[src/rtl/mux16_scan_pkg.sv]
// Shared constants and state encoding for the 16:1 mux scan sequencer.
package mux16_scan_pkg;

   localparam int NCH   = 16;
   localparam int SEL_W = 4;

   // Fixed state codes, kept as plain constants so older code can keep using them.
   localparam logic [1:0] ST_IDLE   = 2'd0;
   localparam logic [1:0] ST_SEEK   = 2'd1;
   localparam logic [1:0] ST_SETTLE = 2'd2;
   localparam logic [1:0] ST_SAMPLE = 2'd3;

   typedef enum logic [1:0] {
      IDLE   = ST_IDLE,
      SEEK   = ST_SEEK,
      SETTLE = ST_SETTLE,
      SAMPLE = ST_SAMPLE
   } state_e;

endpackage

[src/rtl/mux_next_ch.sv]
// Masked priority encoder: lowest enabled channel at or above ptr.
module mux_next_ch
   import mux16_scan_pkg::*;
(
   input  logic [NCH-1:0]   mask,
   input  logic [SEL_W-1:0] ptr,
   output logic             found,
   output logic [SEL_W-1:0] idx
);

   // Scan from the top down so the lowest qualifying channel is written last.
   always_comb begin
      found = 1'b0;
      idx   = '0;
      for (int i = NCH - 1; i >= 0; i--) begin
         if (mask[i] && (i >= int'(ptr))) begin
            found = 1'b1;
            idx   = SEL_W'(i);
         end
      end
   end

endmodule

[src/rtl/mux16_scan_ctrl.sv]
// Scan sequencer for the 16:1 mux tree: walks the enabled channels, lets each
// select settle, samples the mux output and builds a 16-bit snapshot.
//
// state  | meaning
// -------+------------------------------------------------------------
// IDLE   | waiting for start; sel keeps its last value
// SEEK   | drive sel to the next enabled channel, load settle counter
// SETTLE | hold sel while the settle down-counter runs to zero
// SAMPLE | capture mux_out; next channel, next sweep, or back to IDLE
module mux16_scan_ctrl
   import mux16_scan_pkg::*;
#(
   parameter int SETTLE_CYC = 2
)
(
   input  logic             clk,
   input  logic             rst,
   input  logic             start,
   input  logic             cont,
   input  logic             stop,
   input  logic [NCH-1:0]   ch_mask,
   input  logic             mux_out,
   output logic [SEL_W-1:0] sel,
   output logic             busy,
   output logic             sample_vld,
   output logic [SEL_W-1:0] sample_ch,
   output logic             sample_bit,
   output logic [NCH-1:0]   scan_data,
   output logic             done
);

   localparam logic [3:0] SETTLE_INIT = 4'(SETTLE_CYC - 1);

   logic [1:0]       state;
   logic [NCH-1:0]   mask_q;
   logic             cont_q;
   logic             stop_pend;
   logic [SEL_W-1:0] ptr;
   logic [3:0]       cnt;

   logic [SEL_W-1:0] enc_ptr;
   logic             enc_found;
   logic [SEL_W-1:0] enc_idx;
   logic             more_ch;
   logic             keep_going;

   // One encoder serves both SEEK (search from ptr) and SAMPLE (any channel above sel?).
   always_comb begin
      enc_ptr = (state == ST_SAMPLE) ? (sel + 4'd1) : ptr;
   end

   mux_next_ch u_next_ch (
      .mask  (mask_q),
      .ptr   (enc_ptr),
      .found (enc_found),
      .idx   (enc_idx)
   );

   // sel+1 wraps at channel 15, so channel 15 always ends the sweep.
   always_comb begin
      more_ch    = enc_found && (sel != 4'hF);
      keep_going = cont_q && !stop_pend && !stop;
   end

   // Sequencer state, select, settle timer and all registered outputs.
   always_ff @(posedge clk) begin
      if (rst) begin
         state      <= ST_IDLE;
         mask_q     <= '0;
         cont_q     <= 1'b0;
         stop_pend  <= 1'b0;
         ptr        <= '0;
         cnt        <= '0;
         sel        <= '0;
         busy       <= 1'b0;
         sample_vld <= 1'b0;
         sample_ch  <= '0;
         sample_bit <= 1'b0;
         scan_data  <= '0;
         done       <= 1'b0;
      end else begin
         sample_vld <= 1'b0;
         done       <= 1'b0;

         if ((state != ST_IDLE) && stop) begin
            stop_pend <= 1'b1;
         end

         case (state)
            ST_IDLE: begin
               if (start && (ch_mask != '0)) begin
                  mask_q    <= ch_mask;
                  cont_q    <= cont;
                  scan_data <= '0;
                  ptr       <= '0;
                  busy      <= 1'b1;
                  state     <= ST_SEEK;
               end
            end

            ST_SEEK: begin
               sel   <= enc_idx;
               cnt   <= SETTLE_INIT;
               state <= ST_SETTLE;
            end

            ST_SETTLE: begin
               if (cnt == 4'd0) begin
                  state <= ST_SAMPLE;
               end else begin
                  cnt <= cnt - 4'd1;
               end
            end

            ST_SAMPLE: begin
               scan_data[sel] <= mux_out;
               sample_bit     <= mux_out;
               sample_ch      <= sel;
               sample_vld     <= 1'b1;
               if (more_ch) begin
                  ptr   <= sel + 4'd1;
                  state <= ST_SEEK;
               end else begin
                  done <= 1'b1;
                  if (keep_going) begin
                     ptr   <= '0;
                     state <= ST_SEEK;
                  end else begin
                     stop_pend <= 1'b0;
                     busy      <= 1'b0;
                     state     <= ST_IDLE;
                  end
               end
            end

            default: begin
               state <= ST_IDLE;
               busy  <= 1'b0;
            end
         endcase
      end
   end

endmodule
[config.mk]
export PLATFORM = sky130hd
export DESIGN_NAME = mux16_scan_ctrl
export DESIGN_NICKNAME = d
export VERILOG_FILES = /design/src/rtl/mux16_scan_pkg.sv /design/src/rtl/mux_next_ch.sv /design/src/rtl/mux16_scan_ctrl.sv
export SDC_FILE = /design/constraint.sdc
export NUM_CORES = 1
export LEC_CHECK = 0
export CAP_MARGIN = 20
export CORE_MARGIN = 10
export CORE_UTILIZATION = 30
export DETAILED_ROUTE_END_ITERATION = 8
export GPL_TIMING_DRIVEN = 0
export HOLD_SLACK_MARGIN = 0.12
export PLACE_DENSITY = 0.6
export SYNTH_ARGS = -nofsm -noshare
export SYNTH_HDL_FRONTEND = slang
export SYNTH_HIERARCHICAL = 1
export SYNTH_SLANG_ARGS = --single-unit
export TNS_END_PERCENT = 30
[constraint.sdc]
create_clock -name clk -period 5.1 [get_ports clk]
set_clock_uncertainty 0.15 [all_clocks]
set_input_delay 1.02 -clock clk [delete_from_list [all_inputs] [get_ports clk]]
set_output_delay 1.02 -clock clk [all_outputs]
set_load 0.02 [all_outputs]
==> run summary, run 1 <==
The maximum clock path buffer count is 2. The number of instances in the synthesized netlist came out at 427. The flow ran to the end, and the final reports show no timing, DRC or antenna violations.

The number of slew-limit violations in the final report is 0. The number of gates resized after cts came out at 0. Hold is met by 0.354 ns.

Max-cap violations in this run came to 0. The number of antenna violations at the first check in global routing came out at 0. The number of ports placed on the die boundary is 50.

The number of setup buffers added after CTS is 0. The number of global-route vias before repair came out at 3437. The total die area is approximately 16000 sq um. The top cell types in the final layout, fill and taps aside, are sky130_fd_sc_hd__dfxtp_1 (56), sky130_fd_sc_hd__clkdlybuf4s50_1 (49), sky130_fd_sc_hd__nor2_1 (43). The number of DRC violations after detailed-routing iteration 0 is 270.

The via total after detailed routing is 3396. Setup repair after global routing left no endpoint under its margin. In this run the cell area of the synthesized design comes to ~3500 sq um. The final antenna-violating net count came out at 0. The synthesized net count is 460.

The count of endpoints failing hold in the final timing report is 0. The count of unique library cells instantiated by Yosys is 63. The cell leakage power is 1.54 nW. The tree is rooted in a sky130_fd_sc_hd__clkbuf_16. The worst max-slew margin expressed relative to the limit came out at 41.0%. The global router's overall resource usage came out at 12.5%. The first global-routing pass estimated 17300 um of wire.

The clock latency on the worst-skew pair is 0.30 ns. The average footprint of a synthesized cell is 8.25 sq um. The repair_antennas step left the layout with diodes totalling 0.

For this run, the register share of the synthesized area comes to 31.8%. The worst setup path is captured at a flip-flop. The overall power of the completed layout came out at 1.74 mW. Once the floorplan was initialized, standard cells occupied 30.7% of the core. The number of port buffers is 49.

The die is about 130 um tall. The proportion of synthesized flip-flops having asynchronous set or reset is 0%. From left edge to right edge, the die measures 128 um. The ratio of final minimum period to clock period is 84.6%. Once routing completed, OpenROAD measured the worst setup slack at 0.784 ns. Counting flops with a built-in enable in the synthesized netlist gives 0. The total routed wirelength came out at 10500 um. Setup violations remaining at the end of the flow were counted as 0. The routed design could run at a clock period as short as 4.32 ns.

The critical path arrival came out at 4.36 ns. The power density over the cells came out at 400 nW/um^2. The average routed wire per standard cell came out at 16.8 um. The post-placement worst setup slack is 0.827 ns.

The hold-fix buffer count after cts is 0. The placer congestion estimate is 0.890. For the pin with the worst max-slew slack, the measured transition is 0.876 ns. The worst setup path is launched from a flip-flop. The sum of net half-perimeters after detailed placement came out at 7970 um. The largest fanout on the critical path came out at 10.

The final sum of negative setup slack came out at 0 ns. The post-route non-filler standard cell count came out at approximately 630. The number of buffers added by the clock tree synthesis step came out at 5. The clock edge transition at the registers on the reported setup and hold paths came out at ~0.08 ns. Entering global routing, the biggest net connects 19 pins. The startpoint-to-endpoint class of the critical path is flip-flop to flip-flop. TritonCTS built the clock tree.

The top achievable clock speed is 0.232 GHz. The floorplan has 39 rows. The required time at the endpoint of the critical path came out at ~5 ns. The sink count of the clock tree is 56. The highest ir drop seen on vdd is roughly 0.18 mV. CTS built an H-tree with a depth of 2. The area added between synthesis and finish is 23.9%. Leaving out fill and tap cells, the most frequent cell in the layout is sky130_fd_sc_hd__dfxtp_1. The most instantiated flip-flop cell in the synthesis netlist is sky130_fd_sc_hd__dfxtp_1. The class of the worst hold path is flip-flop to flip-flop. In the routed layout, each cell is associated on average with a via count of roughly 5.4.

The count of TritonRoute iterations in the first routing pass is 5. The number of warning messages in the yosys log is 6. The total core area came out at 11500 sq um.

The residual overflow from global routing came out at 0. The DRC violation count after routing is 0. The net count of the finished layout is ~520. Once placement completed, the tool counted placed cells totaling 619. The share of final-layout standard cells stronger than drive strength 1 came out at between 6 and 7%.

The register bit count reported by yosys is 56.
## routing by layer
layer | up-vias | global-route usage [%] | part of all wire (%) | routed length, um
li1 | 1667 | - | - | -
met1 | 1591 | 15.9 | 46 | 4800
met2 | 130 | 20.4 | 47 | 4940
met3 | 8 | 2.92 | 6.5 | 685
met4 | 0 | 4.24 | 0.88 | 93
met5 | - | 0 | 0 | 0
## synthesized netlist by cell type (2+ instances only)
library cell,number,area (sq um)
sky130_fd_sc_hd__a211oi_1,2,15.0
sky130_fd_sc_hd__a21boi_0,2,15.0
sky130_fd_sc_hd__a21o_1,4,30.0
sky130_fd_sc_hd__a21oi_1,24,120
sky130_fd_sc_hd__a22oi_1,5,37.5
sky130_fd_sc_hd__a311oi_1,12,105
sky130_fd_sc_hd__a31oi_1,3,18.8
sky130_fd_sc_hd__a32o_1,3,30.0
sky130_fd_sc_hd__a32oi_1,9,78.8
sky130_fd_sc_hd__a41oi_1,3,26.3
sky130_fd_sc_hd__and2_1,2,12.5
sky130_fd_sc_hd__and3_1,4,25.0
sky130_fd_sc_hd__and3b_1,2,17.5
sky130_fd_sc_hd__buf_2,6,30.0
sky130_fd_sc_hd__buf_4,2,15.0
sky130_fd_sc_hd__clkbuf_1,21,78.8
sky130_fd_sc_hd__dfxtp_1,56,1120
sky130_fd_sc_hd__ha_1,11,138
sky130_fd_sc_hd__inv_1,28,105
sky130_fd_sc_hd__mux2_1,4,45.0
sky130_fd_sc_hd__mux2i_1,33,330
sky130_fd_sc_hd__nand2_1,40,150
sky130_fd_sc_hd__nand2b_1,8,50.1
sky130_fd_sc_hd__nand3_1,12,60.1
sky130_fd_sc_hd__nand4_1,5,31.3
sky130_fd_sc_hd__nand4b_1,7,61.3
sky130_fd_sc_hd__nor2_1,43,161
sky130_fd_sc_hd__nor2b_1,12,75.1
sky130_fd_sc_hd__nor3_1,7,35.0
sky130_fd_sc_hd__nor4_4,4,85.1
sky130_fd_sc_hd__o211ai_1,4,30.0
sky130_fd_sc_hd__o21a_1,3,22.5
sky130_fd_sc_hd__o21ai_0,7,35.0
sky130_fd_sc_hd__o21ai_1,2,10.0
sky130_fd_sc_hd__o21bai_1,2,15.0
sky130_fd_sc_hd__o22ai_1,5,31.3
sky130_fd_sc_hd__or4_1,3,22.5
sky130_fd_sc_hd__xnor2_1,2,17.5
## state kept, by name, summed over array words and instances, names as in the netlist
| name | flops |
|---|---|
| done | 1 |
| mask_q | 16 |
| sel | 4 |
| scan_data | 16 |
| state | 2 |
| cont_q | 1 |
| sample_vld | 1 |
| cnt | 4 |
| busy | 1 |
| sample_ch | 4 |
| ptr | 4 |
| stop_pend | 1 |
| sample_bit | 1 |
## final cells by class
cell class / count / area (sq um)
clock buffers: 5 / 125
multi-input cells: 313 / 2160
inverters: 28 / 105
clock inverters: 3 / 46.3
fillers: 1189 / 7100
well taps: 143 / 179
flip-flops and latches: 56 / 1120
repair buffers: 49 / 490
plain buffers: 30 / 135
## kinds of logic (layout without fill, tap and decap cells)
group,Yosys count,after routing,synth area share [%]
mux,38,38,11.0
flops,56,56,31.8
buf+inv,58,115,6.82
compound gates,105,105,21.9
fa+ha+maj,11,11,3.90
xor+xnor,3,3,0.746
simple gates,156,156,23.8
## power breakdown
part | switching [mW] | internal (mW) | leakage, nW | total [mW]
Clock | 0.179 | 0.234 | 0.0804 | 0.413
Sequential | 0.0621 | 0.491 | 0.455 | 0.553
Combinational | 0.470 | 0.308 | 1.01 | 0.779
## final timing paths
check        cells past startpoint          from  slack [ns]      endpoint
max                             13      state[1]        0.78        ptr[0]
max reg2reg                     13      state[1]        0.78        ptr[0]
min                              2  sample_ch[1]        0.35  sample_ch[1]
min reg2reg                      2  sample_ch[1]        0.35  sample_ch[1]
## worst max-delay path, stage by stage (launching register included)
cell and delay (ns):
sky130_fd_sc_hd__dfxtp_1 0.41, sky130_fd_sc_hd__ha_1 0.29, sky130_fd_sc_hd__clkbuf_1 0.44, sky130_fd_sc_hd__clkbuf_1 0.48
sky130_fd_sc_hd__nor2_1 0.10, sky130_fd_sc_hd__a21oi_1 0.45, sky130_fd_sc_hd__nand4_1 0.22, sky130_fd_sc_hd__a21oi_1 0.21
sky130_fd_sc_hd__o21ai_0 0.14, sky130_fd_sc_hd__and3b_1 0.25, sky130_fd_sc_hd__nand2_1 0.13, sky130_fd_sc_hd__a22o_1 0.27
sky130_fd_sc_hd__o221ai_2 0.30, sky130_fd_sc_hd__mux2_1 0.36
## metrics by stage
| stage | util, % | instance area, sq um |
|---|---|---|
| 2_1_floorplan | - | 3520 |
| 3_3_place_gp | 36.6 | 4190 |
| 3_5_place_dp | 36.6 | 4190 |
| 4_1_cts | 38.1 | 4370 |
| 5_1_grt | 38.1 | 4370 |
| 6_report | 38.1 | 4370 |
(Power assumes the default switching activity.)
==> inputs of run 2 (changes only) <==
==> constraint.sdc (replaced) <==
create_clock -name clk -period 4.3 [get_ports clk]
set_clock_uncertainty 0.15 [all_clocks]
set_input_delay 0.86 -clock clk [delete_from_list [all_inputs] [get_ports clk]]
set_output_delay 0.86 -clock clk [all_outputs]
set_load 0.02 [all_outputs]
==> run 2 against run 1 <==
  * Sequential power is 19% higher
  * Count of clock-buffer cells in the layout stayed put
  * Clock power is 19% higher
  * Final cell count stayed put
  * Die area stayed put
  * Register-to-register slack worse by 0.44 ns
  * Cell area hardly changed
  * Global-route usage stayed put
  * Critical path type unchanged
  * Critical endpoint unchanged
  * Largest power group unchanged
==> run summary, run 2 (same netlist as run 1, synthesis figures left out) <==
The clock share of power is 23.7% (about the same). The setup violation total in the final timing report is 0 (unchanged). The required time at the endpoint of the critical path came to 4.34 ns (was 5.14 ns).

The number of buffers added by the clock tree synthesis step is 5 (unchanged). The clock edge transition at the registers on the reported setup and hold paths is 0.08 ns (about the same). The switching power summed over all nets came out at 843 uW (was 711 uW). The register share of total power came out at 31.7% (about the same). The sink count of the clock tree is 56 (unchanged).

The global router's overall resource usage came out at 12.5% (unchanged). The clock latency on the worst-skew pair came out at 0.30 ns (about the same). The share of final-layout standard cells stronger than drive strength 1 is 6.61% (was 6.20%). The final net count is 516 (unchanged).

The time the worst path needs with I/O delays and setup came out at 3.96 ns (was 4.32 ns). The buffer type at the clock tree root is sky130_fd_sc_hd__clkbuf_16 (unchanged). The number of setup buffers added after CTS is 0 (unchanged). The placer congestion estimate came out at 0.890 (unchanged).

Status: finished, final reports clean (unchanged). The met2 global-route usage came out at 20.4% (unchanged). The ratio of final minimum period to clock period came out at 92.1% (was 84.6%). The most used routing layer is met2 (unchanged).

The number of H-tree levels is 2 (unchanged). The worst hold margin came out at 0.354 ns (about the same). The power density over the cells is 474 nW/um^2 (was 400 nW/um^2). The effective utilization at floorplan is 30.7% (unchanged). The start of the worst register-to-register path is state[1] (unchanged). The fraction of met1 tracks used by global routing is 15.9% (unchanged).

The fraction of power spent switching nets is 40.7% (was 40.8%). The number of global-route vias before repair came out at 3437 (unchanged). The critical path arrival is 4.00 ns (was 4.36 ns).

The share of total power in combinational logic was 44.6% (about the same). The post-placement cell area came out at 4190 sq um (unchanged). The CTS tree was done (unchanged). The maximum single-stage delay on the critical path came out at 0.44 ns (was 0.48 ns). The number of placement rows came out at 39 (unchanged). The number of slew-limit violations in the final report is 0 (unchanged). The number of port buffers is 49 (unchanged).

Biggest registers after layout: mask_q (16), scan_data (16) (unchanged). The reg-to-reg setup timing slack is 0.34 ns (was 0.78 ns). The total inserted antenna cells is 0 (unchanged).

The overall power of the completed layout is 2.07 mW (was 1.74 mW). The sum of buffers and inverters on the critical path was 2 (unchanged). The average routed wire per standard cell is 16.7 um (was 16.8 um). The die width came out at 128 um (unchanged).

The endpoint of the worst register-to-register path is ptr[0] (unchanged). The sum of net half-perimeters after detailed placement is 7970 um (unchanged). The via total after detailed routing came to 3397 (was 3396). The most common cell after layout, fill and taps aside is sky130_fd_sc_hd__dfxtp_1 (unchanged).

The startpoint type of the worst setup path was a flip-flop (unchanged). The final antenna-violating net count is 0 (unchanged). The area added between synthesis and finish came to 23.9% (about the same). The class of the worst hold path was flip-flop to flip-flop (unchanged). The hold-fix buffer count after cts was 0 (unchanged). The number of gates resized after cts is 0 (unchanged).

The number of antenna violations at the first check in global routing came to 0 (unchanged). The total routed wirelength came out at 10500 um (about the same). The largest fanout on the critical path came out at 10 (unchanged). The total core area came out at 11500 sq um (unchanged). The internal power component is 1.23 mW (was 1.03 mW).

The share of the core filled with cells in the final layout was 38.1% (about the same). The count of filler cells inserted in the layout is 1189 (unchanged). The count of endpoints failing hold in the final timing report is 0 (unchanged). The max capacitance violation total came out at 0 (unchanged). The count of TritonRoute iterations in the first routing pass is 5 (unchanged). Setup repair after global routing missed its margin: no (unchanged). The hold path depth came out at 2 (unchanged). The area of the multi-input gates is 2160 sq um (unchanged).

The global-route wire length before repair is 17300 um (unchanged). The number of ports placed on the die boundary was 50 (unchanged). The transition at the pin with the smallest max-transition slack was 0.833 ns (was 0.876 ns). The maximum clock path buffer count is 2 (unchanged). Commonest cells after routing, fill and taps aside: sky130_fd_sc_hd__dfxtp_1 (56), sky130_fd_sc_hd__clkdlybuf4s50_1 (49), sky130_fd_sc_hd__nor2_1 (43) (unchanged). The startpoint-to-endpoint class of the critical path was flip-flop to flip-flop (unchanged). The top achievable clock speed was 0.252 GHz (was 0.232 GHz). The total die area was 16500 sq um (unchanged). The number of DRC violations after detailed-routing iteration 0 came out at 266 (was 270).

The source of the worst hold timing path is sample_ch[1] (unchanged). The DRC violation count after routing came out at 0 (unchanged). The residual overflow from global routing was 0 (unchanged). The die boundary height came to 128 um (unchanged). The met3 track demand over resource in global routing came to 2.92% (unchanged). Cell chain of the critical path: ha_1, clkbuf_2, clkbuf_2, nor2_1, a21oi_1, nand4_1, a21oi_1, o21ai_0, and3b_1, nand2_1, a22o_1, o221ai_2, mux2_1 (was ha_1, clkbuf_1, clkbuf_1, nor2_1, a21oi_1, nand4_1, a21oi_1, o21ai_0, and3b_1, nand2_1, a22o_1, o221ai_2, mux2_1).

The cell leakage power was 1.55 nW (was 1.54 nW). The end of the worst hold path was sample_ch[1] (unchanged). The sequential cell area in the final layout came out at 1120 sq um (unchanged). The worst max-slew margin expressed relative to the limit came to 43.9% (was 41.0%). The nature of the critical path endpoint was a flip-flop (unchanged).

The highest ir drop seen on vdd came out at 0.219 mV (was 0.184 mV). The final non-filler cell area came out at 4370 sq um (about the same). The maximum number of pins on one net before global-route repair is 19 (unchanged). The number of cell instances on the worst register-to-register path is 13 (unchanged). The critical-path cell with the highest stage delay is sky130_fd_sc_hd__a21oi_1 (was sky130_fd_sc_hd__clkbuf_1).

The via-per-instance ratio came out at 5.42 (about the same). The category of cells accounting for the largest share of critical-path delay is compound AO/OA/AOI/OAI gates (unchanged).
[run 2: how the worst max path moves through the flow]
stage                        start      to  slack, ns  cells after the start
final                     state[1]  ptr[0]       0.34                     13
after global routing      state[1]  ptr[0]       0.08                     14
after CTS                 state[1]  ptr[0]       0.01                     13
after detailed placement  state[1]  ptr[1]       0.03                     13
after global placement    state[1]  ptr[1]    -0.0009                     14
after floorplan           state[1]  ptr[0]       0.90                     14
[run 2: metrics by stage]
step,worst slack [ns],instances,setup TNS (ns)
after floorplan,0.903,427,0
after global placement,-0.000856,619,-0.000856
after detailed placement,0.0275,619,0
after CTS,0.0150,627,0
after global routing,0.0794,627,0
final,0.339,627,0
[run 2: layout make-up]
type	instances	share of cell area [%]
Buffer	30	3.15
Clock buffer	5	2.86
Clock inverter	3	1.06
Inverter	28	2.41
Multi-Input combinational cell	313	49.5
Sequential cell	56	25.7
Tap cell	143	4.10
Timing Repair Buffer	49	11.2
[run 2: worst reg2reg max path, cell delays in order, from the launching register on]
cell and delay, ns:
sky130_fd_sc_hd__dfxtp_1 0.41, sky130_fd_sc_hd__ha_1 0.29, sky130_fd_sc_hd__clkbuf_2 0.29, sky130_fd_sc_hd__clkbuf_2 0.31, sky130_fd_sc_hd__nor2_1 0.08, sky130_fd_sc_hd__a21oi_1 0.44
sky130_fd_sc_hd__nand4_1 0.22, sky130_fd_sc_hd__a21oi_1 0.21, sky130_fd_sc_hd__o21ai_0 0.14, sky130_fd_sc_hd__and3b_1 0.25, sky130_fd_sc_hd__nand2_1 0.13, sky130_fd_sc_hd__a22o_1 0.27
sky130_fd_sc_hd__o221ai_2 0.30, sky130_fd_sc_hd__mux2_1 0.36
[run 2: per-layer routing]
| layer | routed length [um] | part of all wire, % |
|---|---|---|
| met1 | 4660 | 44 |
| met2 | 4910 | 47 |
| met3 | 765 | 7.3 |
| met4 | 146 | 1.4 |
| met5 | 0 | 0 |
[run 2: power by group through the flow]
stage	clock network [mW]	registers [mW]	logic, mW
global route	0.522	0.668	1.01
floorplan	0	0.665	0.649
global placement	0	0.667	0.896
CTS	0.496	0.656	0.913
detailed placement	0	0.669	0.910
finish	0.491	0.656	0.923
